<file path="src/rtl/round_sequencer_pkg.sv">
// Shared Duck Hunt game-flow types: state encoding, counter widths, and a saturating round increment.
package duck_game_pkg;

    typedef enum logic [2:0] {
        IDLE      = 3'd0,
        SPAWN     = 3'd1,
        FLY       = 3'd2,
        FALL      = 3'd3,
        ESCAPE    = 3'd4,
        TALLY     = 3'd5,
        GAME_OVER = 3'd6
    } game_state_t;

    localparam int unsigned SHOTS_W    = 2;
    localparam int unsigned DUCK_IDX_W = 4;
    localparam int unsigned HITS_W     = 4;
    localparam int unsigned ROUND_W    = 8;
    localparam int unsigned TICK_W     = 10;

    function automatic logic [ROUND_W-1:0] round_inc(input logic [ROUND_W-1:0] r);
        return (r == '1) ? r : r + 1'b1;
    endfunction

endpackage

</file>
<file path="src/rtl/round_sequencer_if.sv">
// Game-flow bus between the trigger/hit logic (master) and the round sequencer (slave).
interface round_sequencer_if;
    import duck_game_pkg::*;

    logic                  frame_tick;
    logic                  start;
    logic                  shot;
    logic                  hit;
    game_state_t           state;
    logic                  spawn;
    logic [SHOTS_W-1:0]    shots_left;
    logic [DUCK_IDX_W-1:0] duck_idx;
    logic [HITS_W-1:0]     hits;
    logic [ROUND_W-1:0]    round_num;
    logic                  game_over;

    modport master (
        output frame_tick, start, shot, hit,
        input  state, spawn, shots_left, duck_idx, hits, round_num, game_over
    );

    modport slave (
        input  frame_tick, start, shot, hit,
        output state, spawn, shots_left, duck_idx, hits, round_num, game_over
    );

endinterface

</file>
<file path="src/rtl/round_sequencer_frame_timer.sv">
// Frame-tick counter shared by the FLY, FALL and ESCAPE phases; done while count equals terminal.
module frame_timer
    import duck_game_pkg::*;
(
    input  logic              clk,
    input  logic              rst_n,
    input  logic              clear,
    input  logic              tick,
    input  logic [TICK_W-1:0] terminal,
    output logic              done
);

    logic [TICK_W-1:0] count_q, count_d;

    assign done = (count_q == terminal);

    // Holds at terminal so a stalled phase cannot wrap the count.
    always_comb begin
        count_d = count_q;
        if (clear) begin
            count_d = '0;
        end else if (tick && !done) begin
            count_d = count_q + 1'b1;
        end
    end

    always_ff @(posedge clk or negedge rst_n) begin
        if (!rst_n) begin
            count_q <= '0;
        end else begin
            count_q <= count_d;
        end
    end

endmodule

</file>
<file path="src/rtl/round_sequencer.sv">
// Duck Hunt round sequencer: spawn/fly/fall/escape per duck, shot/hit/round accounting, pass/fail tally.
// Optional build macro ROUND_SEQ_UNLIMITED_AMMO_EN: shots never deplete.
module round_sequencer
    import duck_game_pkg::*;
#(
    parameter int unsigned SHOTS_PER_DUCK  = 3,
    parameter int unsigned DUCKS_PER_ROUND = 10,
    parameter int unsigned HITS_TO_PASS    = 6,
    parameter int unsigned FLY_TICKS       = 600,
    parameter int unsigned FALL_TICKS      = 60,
    parameter int unsigned ESCAPE_TICKS    = 90
) (
    input  logic              Clk,
    input  logic              Reset,
    round_sequencer_if.slave  bus
);

`ifdef ROUND_SEQ_UNLIMITED_AMMO_EN
    localparam bit AMMO_LIMITED = 1'b0;
`else
    localparam bit AMMO_LIMITED = 1'b1;
`endif

    localparam logic [SHOTS_W-1:0]    SHOTS_C     = SHOTS_W'(SHOTS_PER_DUCK);
    localparam logic [DUCK_IDX_W-1:0] LAST_DUCK_C = DUCK_IDX_W'(DUCKS_PER_ROUND - 1);
    localparam logic [HITS_W-1:0]     HITS_MAX_C  = HITS_W'(DUCKS_PER_ROUND);
    localparam logic [HITS_W-1:0]     HITS_PASS_C = HITS_W'(HITS_TO_PASS);
    localparam logic [TICK_W-1:0]     FLY_TC      = TICK_W'(FLY_TICKS);
    localparam logic [TICK_W-1:0]     FALL_TC     = TICK_W'(FALL_TICKS);
    localparam logic [TICK_W-1:0]     ESCAPE_TC   = TICK_W'(ESCAPE_TICKS);

    game_state_t           state_q, state_d;
    logic                  spawn_q, spawn_d;
    logic [SHOTS_W-1:0]    shots_left_q, shots_left_d;
    logic [DUCK_IDX_W-1:0] duck_idx_q, duck_idx_d;
    logic [HITS_W-1:0]     hits_q, hits_d;
    logic [ROUND_W-1:0]    round_num_q, round_num_d;
    logic                  game_over_q, game_over_d;
    logic                  shot_q, shot_d;

    logic                  shot_edge;
    logic                  out_of_shots;
    logic                  timer_clear;
    logic                  timer_done;
    logic [TICK_W-1:0]     timer_tc;

    assign shot_edge = bus.shot & ~shot_q;

    always_comb begin
        timer_tc = '0;
        case (state_q)
            FLY:     timer_tc = FLY_TC;
            FALL:    timer_tc = FALL_TC;
            ESCAPE:  timer_tc = ESCAPE_TC;
            default: timer_tc = '0;
        endcase
    end

    always_comb begin
        state_d      = state_q;
        shots_left_d = shots_left_q;
        duck_idx_d   = duck_idx_q;
        hits_d       = hits_q;
        round_num_d  = round_num_q;
        shot_d       = bus.shot;
        out_of_shots = 1'b0;

        case (state_q)
            IDLE, GAME_OVER: begin
                if (bus.start) begin
                    hits_d      = '0;
                    duck_idx_d  = '0;
                    round_num_d = ROUND_W'(1);
                    state_d     = SPAWN;
                end
            end
            SPAWN: begin
                state_d = FLY;
            end
            FLY: begin
                if (AMMO_LIMITED && shot_edge && shots_left_q != '0) begin
                    shots_left_d = shots_left_q - 1'b1;
                    out_of_shots = (shots_left_q == SHOTS_W'(1));
                end
                // A hit outranks both the flight timeout and running out of shots.
                if (bus.hit) begin
                    if (hits_q < HITS_MAX_C) begin
                        hits_d = hits_q + 1'b1;
                    end
                    state_d = FALL;
                end else if (timer_done || out_of_shots) begin
                    state_d = ESCAPE;
                end
            end
            FALL, ESCAPE: begin
                if (timer_done) begin
                    if (duck_idx_q == LAST_DUCK_C) begin
                        state_d = TALLY;
                    end else begin
                        duck_idx_d = duck_idx_q + 1'b1;
                        state_d    = SPAWN;
                    end
                end
            end
            TALLY: begin
                if (hits_q >= HITS_PASS_C) begin
                    round_num_d = round_inc(round_num_q);
                    hits_d      = '0;
                    duck_idx_d  = '0;
                    state_d     = SPAWN;
                end else begin
                    state_d = GAME_OVER;
                end
            end
            default: begin
                state_d = IDLE;
            end
        endcase

        // Reload on entry so the SPAWN cycle already shows a full magazine.
        if (state_d == SPAWN) begin
            shots_left_d = SHOTS_C;
        end
    end

    assign spawn_d     = (state_d == SPAWN);
    assign game_over_d = (state_d == GAME_OVER);
    assign timer_clear = (state_d != state_q);

    frame_timer u_frame_timer (
        .clk      (Clk),
        .rst_n    (Reset),
        .clear    (timer_clear),
        .tick     (bus.frame_tick),
        .terminal (timer_tc),
        .done     (timer_done)
    );

    always_ff @(posedge Clk or negedge Reset) begin
        if (!Reset) begin
            state_q      <= IDLE;
            spawn_q      <= 1'b0;
            shots_left_q <= '0;
            duck_idx_q   <= '0;
            hits_q       <= '0;
            round_num_q  <= '0;
            game_over_q  <= 1'b0;
            shot_q       <= 1'b0;
        end else begin
            state_q      <= state_d;
            spawn_q      <= spawn_d;
            shots_left_q <= shots_left_d;
            duck_idx_q   <= duck_idx_d;
            hits_q       <= hits_d;
            round_num_q  <= round_num_d;
            game_over_q  <= game_over_d;
            shot_q       <= shot_d;
        end
    end

    assign bus.state      = state_q;
    assign bus.spawn      = spawn_q;
    assign bus.shots_left = shots_left_q;
    assign bus.duck_idx   = duck_idx_q;
    assign bus.hits       = hits_q;
    assign bus.round_num  = round_num_q;
    assign bus.game_over  = game_over_q;

endmodule
</file>
<file path="src/flat_wrapper.sv">
// flat-port wrapper written by rule: the top's interface ports become plain ports
module round_sequencer_flat import duck_game_pkg::*;
#(
    parameter int unsigned SHOTS_PER_DUCK  = 3,
    parameter int unsigned DUCKS_PER_ROUND = 10,
    parameter int unsigned HITS_TO_PASS    = 6,
    parameter int unsigned FLY_TICKS       = 600,
    parameter int unsigned FALL_TICKS      = 60,
    parameter int unsigned ESCAPE_TICKS    = 90
)
  (Clk, Reset, bus_frame_tick, bus_start, bus_shot, bus_hit, bus_state, bus_spawn, bus_shots_left, bus_duck_idx, bus_hits, bus_round_num, bus_game_over);
  round_sequencer_if bus_i ();
  input  logic Clk;
  input  logic Reset;
  input wire logic [$bits(bus_i.frame_tick)-1:0] bus_frame_tick;
  input wire logic [$bits(bus_i.start)-1:0] bus_start;
  input wire logic [$bits(bus_i.shot)-1:0] bus_shot;
  input wire logic [$bits(bus_i.hit)-1:0] bus_hit;
  output wire logic [$bits(bus_i.state)-1:0] bus_state;
  output wire logic [$bits(bus_i.spawn)-1:0] bus_spawn;
  output wire logic [$bits(bus_i.shots_left)-1:0] bus_shots_left;
  output wire logic [$bits(bus_i.duck_idx)-1:0] bus_duck_idx;
  output wire logic [$bits(bus_i.hits)-1:0] bus_hits;
  output wire logic [$bits(bus_i.round_num)-1:0] bus_round_num;
  output wire logic [$bits(bus_i.game_over)-1:0] bus_game_over;
  assign bus_i.frame_tick = bus_frame_tick;
  assign bus_i.start = bus_start;
  assign bus_i.shot = bus_shot;
  assign bus_i.hit = bus_hit;
  assign bus_state = bus_i.state;
  assign bus_spawn = bus_i.spawn;
  assign bus_shots_left = bus_i.shots_left;
  assign bus_duck_idx = bus_i.duck_idx;
  assign bus_hits = bus_i.hits;
  assign bus_round_num = bus_i.round_num;
  assign bus_game_over = bus_i.game_over;
  round_sequencer #(.SHOTS_PER_DUCK(SHOTS_PER_DUCK), .DUCKS_PER_ROUND(DUCKS_PER_ROUND), .HITS_TO_PASS(HITS_TO_PASS), .FLY_TICKS(FLY_TICKS), .FALL_TICKS(FALL_TICKS), .ESCAPE_TICKS(ESCAPE_TICKS)) u_core (.Clk(Clk), .Reset(Reset), .bus(bus_i));
endmodule
</file>
<file path="config.mk">
export PLATFORM = sky130hd
export DESIGN_NAME = round_sequencer_flat
export DESIGN_NICKNAME = d
export VERILOG_FILES = /design/src/rtl/round_sequencer_pkg.sv /design/src/rtl/round_sequencer_if.sv /design/src/rtl/round_sequencer_frame_timer.sv /design/src/rtl/round_sequencer.sv /design/src/flat_wrapper.sv
export SDC_FILE = /design/constraint.sdc
export NUM_CORES = 1
export LEC_CHECK = 0
export CORE_MARGIN = 1
export CORE_UTILIZATION = 44
export CTS_CLUSTER_SIZE = 30
export DETAILED_ROUTE_END_ITERATION = 10
export PLACE_DENSITY = 0.66
export SLEW_MARGIN = 20
export SYNTH_ARGS = -nofsm -noshare
export SYNTH_HDL_FRONTEND = slang
export SYNTH_SLANG_ARGS = --single-unit
</file>
<file path="constraint.sdc">
create_clock -name Clk -period 3.3 [get_ports Clk]
set_clock_uncertainty 0.2 [all_clocks]
set_input_delay 0.99 -clock Clk [delete_from_list [all_inputs] [get_ports Clk]]
set_output_delay 0.99 -clock Clk [all_outputs]
set_load 0.05 [all_outputs]
</file>
# Word level (Yosys, flattened, before mapping)
# Index checks and enable logic that the tools add are counted.
# totals
regBits	34
latchBits	0
ram_bits	0
romBits	0
output_inout_bits	23
word_cells	83
memories	0
# classes
addsub	5
mul	0
div_mod_pow	0
magnitude_cmp	2
n_eq_ne	20
n_shift	0
muxes	27
bitwise_logic	2
n_reduce_logical	18
# op_table
operator	count
one-hot mux 10 bit (3 select lines)	1
two-way mux 4 bit	6
two-way mux 8 bit	3
one-hot mux 4 bit (3 select lines)	2
two-way mux 10 bit	2
two-way mux 3 bit	6
one-hot mux 8 bit (2 select lines)	1
one-hot mux 3 bit (5 select lines)	1
== test 3 bit (second input constant)	4
adder 10 x 1 -> 10 bit (second input constant)	1
== test 10 bit	1
AND reduction 5 bit	2
nonzero test 2 bit	5
adder 4 x 1 -> 4 bit (second input constant)	2
adder 8 x 1 -> 8 bit (second input constant)	1
== test 8 bit (second input constant)	1
inequality test 2 bit (second input constant)	4
== test 3 x 1 -> 1 bit (second input constant)	2
== test 3 x 2 -> 1 bit (second input constant)	2
two-way mux 2 bit	3
inequality test 2 x 1 -> 1 bit (second input constant)	3
nonzero test 3 bit	2
== test 4 bit (second input constant)	1
>= comparator 4 x 3 -> 1 bit (second input constant)	1
14 further kinds	17

# Depth between registers and ports, before layout
# Gate-level depths: netlist of run 1.
# depth
depth_word	12
mapped_depth	9

# By module
# From an unflattened synthesis of run 1, not the netlist that was laid out.
# unflattened
cells_unflattened	215
area_unflattened_um2	2060.7
# modules_own_cells
mod	instances	cells_each	area_per_inst_um2
round_sequencer	1	144	1392.6
frame_timer	1	71	668.1

# Least setup slack after synthesis of run 1
# OpenSTA, ideal clock, no wires.
# synth_timing
kind	reg-to-reg
startpoint	reg u_core.state_q[2] (netlist: u_core.bus.state[2])
endpoint	reg u_core.duck_idx_q[2] (netlist: u_core.bus.duck_idx[2])
setup_ps	127
t_arrival_ps	2741
required_time_ps	2973
path_slack_ps	232
stages_incl_launch_ff	9
n_path_buf	2
synth_period_minus_slack_ps	3068
path_cell_list	dfrtp_1 buf_2 nor2b_4 or4_4 a2111oi_4 and2_1 buf_4 mux2_2 mux2_1
# synth_between
elab_chain_cells	5
word_cells_on_any_way	17
classes_between	eq/ne: 10; mux: 2; reduce/logical: 5
# synth_lines
element	line_no	text
from (decl)	round_sequencer.sv:32	game_state_t state_q, state_d;
from (signal assigned)	round_sequencer.sv:150	state_q <= state_d;
== test 3 bit (tied with other cells)	round_sequencer.sv:51, round_sequencer.sv:68	
one-hot mux 10 bit (3 select lines)	round_sequencer.sv:51	case (state_q)
== test 10 bit	round_sequencer_frame_timer.sv:15	assign done = (count_q == terminal);
inequality test 2 x 1 -> 1 bit (no line)	--	
AND reduction 5 bit (no line)	--	
to (signal assigned)	round_sequencer.sv:153	duck_idx_q <= duck_idx_d;
to (decl)	round_sequencer.sv:35	logic [DUCK_IDX_W-1:0] duck_idx_q, duck_idx_d;
# Several ways; a longest one is shown, not always the timed one.
# A chain may end at the register's enable or synchronous reset.

# Worst setup path after layout of run 1
# layout_timing
startpoint	reg u_core.state_q[2] (netlist: u_core.bus.state[2])
endpoint	out bus_state[2]
# layout_lines
element	line_no	text
to (decl)	flat_wrapper.sv:19	output wire logic [$bits(bus_i.state)-1:0] bus_state;
# No word-level cell between the ends.

==> results.md, run 1 <==
- Port Buffers: 28
- Setup_tns: 0 ns
- CTS root buf: clkbuf_8
- Critical Path Sink Type: output pin
- TritonCTS clock tree: yes
- Fin crit share: 93.6%
- Detailed Place HPWL: 3530 um
- Starting Density: 46.1%
- First-pass GRT wire length: 7930 um
- P_leak: 1.22 nW
- RSZ-0062 raised after global routing: no
- DRC: 0
- CP bufs+invs: 1
- Initial DRC count: 136
- Routed via count: 1891
- DRT antenna net count: 0
- Clk slew on worst S/H paths: 0.07 ns
- YS warnings: 0
- Worst Setup Start Kind: register
- Yosys top cell by area: dfrtp_1
- Post-Syn Area per Cell: 9.33 um^2
- Clock tree buffer depth: 2
- Placer Congestion: 0.828
- Worst-skew pair later-pin latency: 0.29 ns
- EDFF count, synth: 0
- CTS Sinks: 34
- CTS Buf Count: 5
- CP max FO: 19
- Antenna Cells: 0
- Critical Path AT: 1.90 ns
- Synth area leaders: dfrtp_1, xor2_1, ha_1, nor2_1, nand2_1
- Post-Syn Instances: 235
- Tmin final: 3.09 ns
- Post-synth ARST share: 100%
- Crit-path leading delay family: buffers and inverters
- Fin nets: 288
- Hold Buf Count CTS: 0
- Pwr/cell area: 661 nW/um^2
- CP cell instances: clkdlybuf4s50_1
- Status: completed
- Gates resized, CTS repair: 0
- Max cap viols: 0
- Synth unique cells: 58
- P&R area growth vs syn: 25.0%
- Fmax: 324 MHz
- Number of global-route vias before repair: 1672
- Count leader, synth: dfrtp_1
- Most used DFF post-synth: dfrtp_1
- Hold Path Class: register to register
- Share of layout cells above drive strength 1: 12.0%
- Total power: 0.00181 W
- Final hold vios: 0
- Mapped Nets: 249
- Post-synthesis sequential area ratio: 38.8%
- WL/cell: 14.1 um
- H-tree levels: 2
- Post-CTS Setup Bufs: 0
- Chip width: 72.6 um
- Setup CP Type: register to output pin
- Post-layout util: 57.7%
- Initial antenna violation count: 0
- Peak VDD IR: 0.000534 V
- Slowest stage cell, crit path: clkdlybuf4s50_1
- Max-slew violations: 0
- Synth Cell Area: 2190 um^2
- Core ar.: 4750 um^2
- Worst slew margin: 62.6%
- CP max stage delay: 0.91 ns
- Vias per Instance: 5.53
- # rows: 25
- Final setup violation count: 0
- Detailed Route WL: 4830 um
- All-Layer GR Usage: 19.7%
- Worst Path Required: 2.11 ns
- Drt pass-1 iters: 4
- Synth top area share: 38.8%
- Largest net degree at the start of global routing: 35
- Die Y: 72.6 um
- Commonest cells post-synth: dfrtp_1, nor2_1, nand2_1
- Congestion Overflow GR: 0
- Yosys reg bits: 34
- IO Count: 29
- Least-Margin Pin Slew: 0.562 ns
- Die ar.: 5270 um^2
-- path summary, 6_finish.rpt --
path	from	end	slack (ns)	cells after the start
setup / recovery	u_core.bus.state[2]	bus_state[2]	0.21	1
hold / removal	u_core.bus.round_num[0]	u_core.bus.round_num[0]	0.33	1
setup reg to reg	u_core.bus.state[2]	u_core.bus.duck_idx[0]	0.45	7
hold reg to reg	u_core.bus.round_num[0]	u_core.bus.round_num[0]	0.33	1
max in group asynchronous	Reset	u_core.bus.hits[0]	1.68	2
min in group asynchronous	Reset	u_core.u_frame_timer.count_q[8]	0.91	2
-- per-layer routing --
metal,GRT usage (%),share of wire [%],vias up
li1,-,-,926
met3,4.70,4.5,7
met2,29.4,46,52
met4,7.84,1.6,0
met5,0,0,-
met1,27.5,48,906
-- cells by family (layout without fill, tap and decap cells) --
kind of cell             Yosys count  after routing  share of synthesized area (%)
AO/OA/AOI/OAI                     54             54                           18.3
XOR/XNOR                          16             16                           6.39
adder cells (fa/ha/maj)            8              8                           4.56
buffers and inverters             18             58                           3.48
flip-flops                        34             34                           38.8
multiplexers                       8              8                           3.99
AND/OR/NAND/NOR                   97             97                           24.5
-- cell type report --
cell class | count | area, um^2
Sequential cell | 34 | 851
Clock buffer | 5 | 68.8
Fill cell | 452 | 2010
Clock inverter | 3 | 40.0
Multi-Input combinational cell | 183 | 1270
Timing Repair Buffer | 43 | 405
Tap cell | 67 | 83.8
Inverter | 7 | 26.3
-- flip-flops by register name, indices dropped and copies added (netlist names) --
signal                        count
u_core.bus.round_num              8
u_core.shot_q                     1
u_core.bus.state                  3
u_core.bus.duck_idx               4
u_core.bus.shots_left             2
u_core.bus.game_over              1
u_core.bus.spawn                  1
u_core.bus.hits                   4
u_core.u_frame_timer.count_q     10
-- report_power, final --
group / internal [W] / total, W / switching [W]
registers: 0.000520 / 0.000667 / 0.000146
logic: 0.000301 / 0.000769 / 0.000468
clock network: 0.000222 / 0.000377 / 0.000155
-- metrics by stage --
step / instances / hold WS [ns] / setup slack, ns / cell area (um^2)
after detailed placement: 334 / 0.322 / 0.0963 / 2630
after global placement: 334 / 0.314 / 0.115 / 2630
after CTS: 342 / 0.333 / 0.203 / 2740
after floorplan: 235 / 0.318 / 0.232 / 2190
after global routing: 342 / 0.359 / 0.118 / 2740
final: 342 / 0.335 / 0.211 / 2740
-- placed cells by master, fill, tap and decap left out, types with 3 or more instances in the layout --
cell type | Yosys | routed
and3_1 | 6 | 6
a21oi_1 | 7 | 7
buf_4 | 1 | 14
inv_1 | 7 | 7
nor2_1 | 25 | 25
nand3_1 | 4 | 4
o21ai_0 | 10 | 10
a211o_1 | 5 | 5
o21bai_1 | 3 | 3
nor3_1 | 3 | 3
nand4_1 | 6 | 6
o22ai_1 | 4 | 4
and2_1 | 3 | 3
nand2_1 | 19 | 19
clkdlybuf4s50_1 | 0 | 28
xnor2_1 | 4 | 4
nand2b_1 | 8 | 8
mux2i_1 | 4 | 4
xor2_1 | 12 | 12
clkbuf_8 | 0 | 5
nor2b_1 | 7 | 7
o2111ai_1 | 3 | 3
dfrtp_1 | 34 | 34
ha_1 | 8 | 8
Power figures use the tool's default switching activity.
==> run 2, diff against run 1 <==
- SLEW_MARGIN: 20 -> default
==> results of run 2 <==
No change in the layout: final DEF, timing and power equal those of run 1.
